**src/rtl/cell_array_ctrl.sv**
```systemverilog
// rtl/cell_array_ctrl.sv - word-level request front end sequencing select/direction/data onto a single-bit cell array
// Optional write read-back check is built when CELL_ARRAY_CTRL_VERIFY_EN is defined.
module cell_array_ctrl #(
    parameter int WIDTH    = 8,
    parameter int ADDR_W   = 4,
    parameter int DEPTH    = 12,
    parameter int WR_PULSE = 2
) (
    input  logic              clk,
    input  logic              rst,
    input  logic              req_valid,
    output logic              req_ready,
    input  logic              req_we,
    input  logic [ADDR_W-1:0] req_addr,
    input  logic [WIDTH-1:0]  req_wdata,
    output logic              rsp_valid,
    output logic [WIDTH-1:0]  rsp_rdata,
    output logic              rsp_err,
    output logic [DEPTH-1:0]  cs,
    output logic              rd_wr,
    output logic [WIDTH-1:0]  wr_data,
    input  logic [WIDTH-1:0]  rd_data
);

    localparam int CNT_W = (WR_PULSE > 1) ? $clog2(WR_PULSE) : 1;
    localparam logic [ADDR_W:0] DEPTH_L = (ADDR_W+1)'(DEPTH);

    typedef enum logic [3:0] {
        S_IDLE,
        S_SETUP,
        S_ACCESS,
        S_HOLD,
        S_RESP,
`ifdef CELL_ARRAY_CTRL_VERIFY_EN
        S_VSETUP,
        S_VREAD,
        S_VHOLD,
`endif
        S_ERR
    } state_t;

    state_t              state_q, state_n;
    logic [ADDR_W-1:0]   addr_q, addr_n;
    logic                we_q, we_n;
    logic [WIDTH-1:0]    wdata_q, wdata_n;
    logic [CNT_W-1:0]    cnt_q, cnt_n;
    logic [WIDTH-1:0]    sample_q, sample_n;

    logic                req_ready_n;
    logic [DEPTH-1:0]    cs_n;
    logic                rd_wr_n;
    logic [WIDTH-1:0]    wr_data_n;
    logic                rsp_valid_n;
    logic [WIDTH-1:0]    rsp_rdata_n;
    logic                rsp_err_n;
    logic                drive_bus;

    always_ff @(posedge clk) begin
        if (rst) begin
            state_q   <= S_IDLE;
            addr_q    <= '0;
            we_q      <= 1'b0;
            wdata_q   <= '0;
            cnt_q     <= '0;
            sample_q  <= '0;
            req_ready <= 1'b1;
            cs        <= '0;
            rd_wr     <= 1'b1;
            wr_data   <= '0;
            rsp_valid <= 1'b0;
            rsp_rdata <= '0;
            rsp_err   <= 1'b0;
        end else begin
            state_q   <= state_n;
            addr_q    <= addr_n;
            we_q      <= we_n;
            wdata_q   <= wdata_n;
            cnt_q     <= cnt_n;
            sample_q  <= sample_n;
            req_ready <= req_ready_n;
            cs        <= cs_n;
            rd_wr     <= rd_wr_n;
            wr_data   <= wr_data_n;
            rsp_valid <= rsp_valid_n;
            rsp_rdata <= rsp_rdata_n;
            rsp_err   <= rsp_err_n;
        end
    end

    always_comb begin
        state_n  = state_q;
        addr_n   = addr_q;
        we_n     = we_q;
        wdata_n  = wdata_q;
        cnt_n    = cnt_q;
        sample_n = sample_q;
        case (state_q)
            S_IDLE: begin
                if (req_valid) begin
                    addr_n  = req_addr;
                    we_n    = req_we;
                    wdata_n = req_wdata;
                    state_n = ({1'b0, req_addr} < DEPTH_L) ? S_SETUP : S_ERR;
                end
            end
            S_SETUP: begin
                cnt_n   = we_q ? CNT_W'(WR_PULSE - 1) : '0;
                state_n = S_ACCESS;
            end
            S_ACCESS: begin
                if (!we_q) begin
                    sample_n = rd_data;
                end
                if (cnt_q == '0) begin
                    state_n = S_HOLD;
                end else begin
                    cnt_n = cnt_q - 1'b1;
                end
            end
`ifdef CELL_ARRAY_CTRL_VERIFY_EN
            S_HOLD:   state_n = we_q ? S_VSETUP : S_RESP;
            S_VSETUP: state_n = S_VREAD;
            S_VREAD: begin
                sample_n = rd_data;
                state_n  = S_VHOLD;
            end
            S_VHOLD:  state_n = S_RESP;
`else
            S_HOLD:   state_n = S_RESP;
`endif
            S_RESP:   state_n = S_IDLE;
            S_ERR:    state_n = S_IDLE;
            default:  state_n = S_IDLE;
        endcase
    end

    // Outputs are decoded from the next state so every output is a plain register.
    always_comb begin
        req_ready_n = (state_n == S_IDLE);
        drive_bus   = (state_n == S_SETUP) || (state_n == S_ACCESS) || (state_n == S_HOLD);
        rd_wr_n     = drive_bus ? ~we_n : 1'b1;
        wr_data_n   = (drive_bus && we_n) ? wdata_n : '0;
        cs_n        = '0;
`ifdef CELL_ARRAY_CTRL_VERIFY_EN
        if ((state_n == S_ACCESS) || (state_n == S_VREAD)) begin
            cs_n = DEPTH'(1) << addr_n;
        end
        rsp_rdata_n = (state_n == S_RESP) ? sample_n : '0;
        rsp_err_n   = (state_n == S_ERR) ||
                      ((state_n == S_RESP) && we_n && (sample_n != wdata_n));
`else
        if (state_n == S_ACCESS) begin
            cs_n = DEPTH'(1) << addr_n;
        end
        rsp_rdata_n = ((state_n == S_RESP) && !we_n) ? sample_n : '0;
        rsp_err_n   = (state_n == S_ERR);
`endif
        rsp_valid_n = (state_n == S_RESP) || (state_n == S_ERR);
    end

endmodule
```
**config.mk**
```make
export PLATFORM = sky130hd
export DESIGN_NAME = cell_array_ctrl
export DESIGN_NICKNAME = d
export VERILOG_FILES = /design/src/rtl/cell_array_ctrl.sv
export SDC_FILE = /design/constraint.sdc
export NUM_CORES = 1
export LEC_CHECK = 0
export BUFFER_PORTS_ARGS = -buffer_cell sky130_fd_sc_hd__buf_4
export CORE_MARGIN = 2
export CORE_UTILIZATION = 51
export CTS_CLUSTER_SIZE = 10
export DETAILED_ROUTE_END_ITERATION = 8
export PLACE_DENSITY = 0.75
export SETUP_SLACK_MARGIN = 0.2
export SYNTH_ARGS = -nofsm -noshare
export SYNTH_HDL_FRONTEND = slang
export SYNTH_SLANG_ARGS = --single-unit
export TNS_END_PERCENT = 100
```
**constraint.sdc**
```tcl
create_clock -name clk -period 2.1 [get_ports clk]
set_input_delay 0.21 -clock clk [delete_from_list [all_inputs] [get_ports clk]]
set_output_delay 0.21 -clock clk [all_outputs]
set_load 0.005 [all_outputs]
```
==> results.cfg <==
[layout]
drive_gt1_frac = 0.355
fillers = 327
nets = 301
antennaDiodeCount = 0
syn_to_final_growth_pct = 33.0

[worst_setup_path]
crit_buf_inv = 0
worst-setup-path-type = flip-flop to flip-flop
crit_family = simple AND/OR/NAND/NOR gates
critPathCaptureType = flip-flop
crit_top_cell = or4_4
cpMaxStageDelayCell = or4_4
r2r_cells = 3
crit_path_start = state_q[2]
rrSetupSlack_ns = 0.23
r2r_end = rsp_rdata[7]
cp_data_arrival_time_ns = 2.10
start_kind = flip-flop
r2r-start = state_q[2]
required_ns = 2.33
cpPeakStageDelay_ns = 0.54
critical_path.max_fanout = 11
crit_chain = or4_4 > or4_4 > a221oi_2

[logic_synthesis]
synth_edf_count = 0
yosys.area.top_type = dfxtp_1
synth.net_count = 240
synth.avg_cell_area_um2 = 10.0
ys_warn_count = 0
ys_seq_area_frac = 0.536
synth_area_um2 = 2170
ys_ff_latch = 58
yosysMostFrequentCell = dfxtp_1
synthTopCellsByArea = dfxtp_1 (54%), a221oi_1 (8.1%), nand3_1 (5.3%)
ys_types = 36
async_flop_share = 0
synthTopCellsByCount = dfxtp_1 (58), nand3_1 (23), a21oi_1 (22)
synth_ff_type = dfxtp_1
yosysTopAreaCellShare = 0.536
syn_inst = 216

[floorplan]
io_pins = 56
die-area_um2 = 4790
rows = 23
die_h_um = 69.2
coreArea_um2 = 4060
initial_core_util = 0.534
die_x_um = 69.2

[timing]
hold_slack_ns = 0.175
fmax_ghz = 0.535
hold_viol_final = 0
tightest_slew_ns = 0.544
setup_tns_ns = 0
setup_viol = 0
post-route-period-util = 0.889
drv_slew = 0
layout_min_cycle_time_ns = 1.87
slew_headroom = 0.637
finClkSkew_ns = 0.00539
grt_setup_unrepaired = yes

[clock_network]
cts.sinks = 58
clock_latency_ns = 0.33
cts_buffers = 9
cts_hold_buf = 0
cts_setup_buffers = 0
htree_levels = 3
clk_pin_slew_ns = 0.06
cts_tree = yes
clk_path_buf_depth = 2
root_buffer = clkbuf_8

[detailed_routing]
via_count = 1991
drc = 0
antenna_left = 0
post_drt_wl_per_cell_um = 15.5
vias_per_cell = 6.00
drtPass1Iterations = 4
drtIter0Drc = 91
totalWireLength_um = 5150

[global_route]
antenna_found_initial = 0
grt_max_degree = 25
grt.total_usage = 0.218
grt_pass1_vias = 1753
grt_pass1_wl_um = 8290
grt_overflow = 0

[place]
gp_routability_congestion = 0.817
dp_hpwl_um = 3380
portBuffers = 55

[worst_hold_path]
hp-class = input port to flip-flop
holdPathStages = 3
hold_start = req_addr[1]
min_to = addr_q[1]

[power]
power_density_nw_per_um2 = 760
power_mw = 2.19
leakagePower_nw = 1.09
ir_worst_vdd_mv = 0.616

[run]
maxCapViolations = 0

[status]
status = finished clean
worst reg2reg max path, stage by stage, from the launching register on:
cell and delay (ns):
dfxtp_1 0.37, or4_4 0.54, or4_4 0.54, a221oi_2 0.32
layer usage:
metal | routed length [um] | global-route usage | vias up
met5 | 0 | 0 | -
met4 | 78 | 0.0980 | 0
met3 | 296 | 0.0596 | 10
met2 | 2520 | 0.335 | 61
met1 | 2250 | 0.287 | 966
li1 | - | - | 954
placed cells by master (no fill, tap or decap), types with 4 or more instances in the layout:
| cell type | synthesis | routed |
|---|---|---|
| nand2_1 | 5 | 5 |
| clkbuf_8 | 0 | 10 |
| a2111oi_2 | 2 | 4 |
| a221oi_2 | 0 | 5 |
| a221oi_1 | 20 | 15 |
| clkinv_2 | 0 | 5 |
| o211ai_1 | 4 | 4 |
| inv_1 | 6 | 6 |
| o21ai_0 | 21 | 17 |
| nand3_1 | 23 | 23 |
| dfxtp_1 | 58 | 58 |
| o21ai_1 | 2 | 6 |
| buf_4 | 1 | 65 |
| a21oi_1 | 22 | 22 |
state kept, by name, summed over array words and instances, names as in the netlist:
signal and flops:
cs 12, rsp_rdata 8, sample_q 8, wdata_q 8, wr_data 8, addr_q 4, state_q 4, cnt_q 1
rd_wr 1, req_ready 1, rsp_err 1, rsp_valid 1, we_q 1
how the worst max path moves through the flow:
stage                         endpoint  slack, ns  cells after the start
after global routing      rsp_rdata[5]       0.19                      3
after floorplan                  cs[0]       0.31                      4
after detailed placement  rsp_rdata[7]       0.16                      3
after CTS                 rsp_rdata[0]       0.23                      3
final                     rsp_rdata[7]       0.23                      3
after global placement    rsp_rdata[2]       0.28                      3
cells by family after synthesis:
group / count (synthesis) / share of synthesized area
other: 1 / 0.00173
AO/OA/AOI/OAI: 84 / 0.262
multiplexers: 1 / 0.00462
flip-flops: 58 / 0.536
buffers and inverters: 22 / 0.0497
AND/OR/NAND/NOR: 50 / 0.146
power by group:
group          switching, mW  total (mW)  internal, mW
Clock                  0.422       0.870         0.448
Sequential            0.0133        1.13          1.12
Combinational          0.111       0.189        0.0774
final cells by class:
type,count,area (um^2),area share
sequential,58,1160,0.403
clock buffer,10,138,0.0477
multi-input combinational,136,958,0.332
inverter,6,22.5,0.00781
clock inverter,6,32.5,0.0113
tap,50,62.6,0.0217
timing repair buffer,66,508,0.176
stage by stage:
stage | utilization | cells | setup WS (ns) | cell area [um^2]
2_1_floorplan | - | 216 | 0.306 | 2170
6_report | 0.710 | 332 | 0.232 | 2880
3_5_place_dp | 0.655 | 316 | 0.160 | 2660
4_1_cts | 0.699 | 332 | 0.230 | 2840
3_3_place_gp | 0.655 | 316 | 0.281 | 2660
5_1_grt | 0.710 | 332 | 0.187 | 2880
repair_timing:
action | CTS | global route
pin swaps | 1 | 0
hold endpoints to repair | 0 | 0
setup endpoints to repair | 4 | 11
resized for setup | 1 | 14
Power figures use the tool's default switching activity.
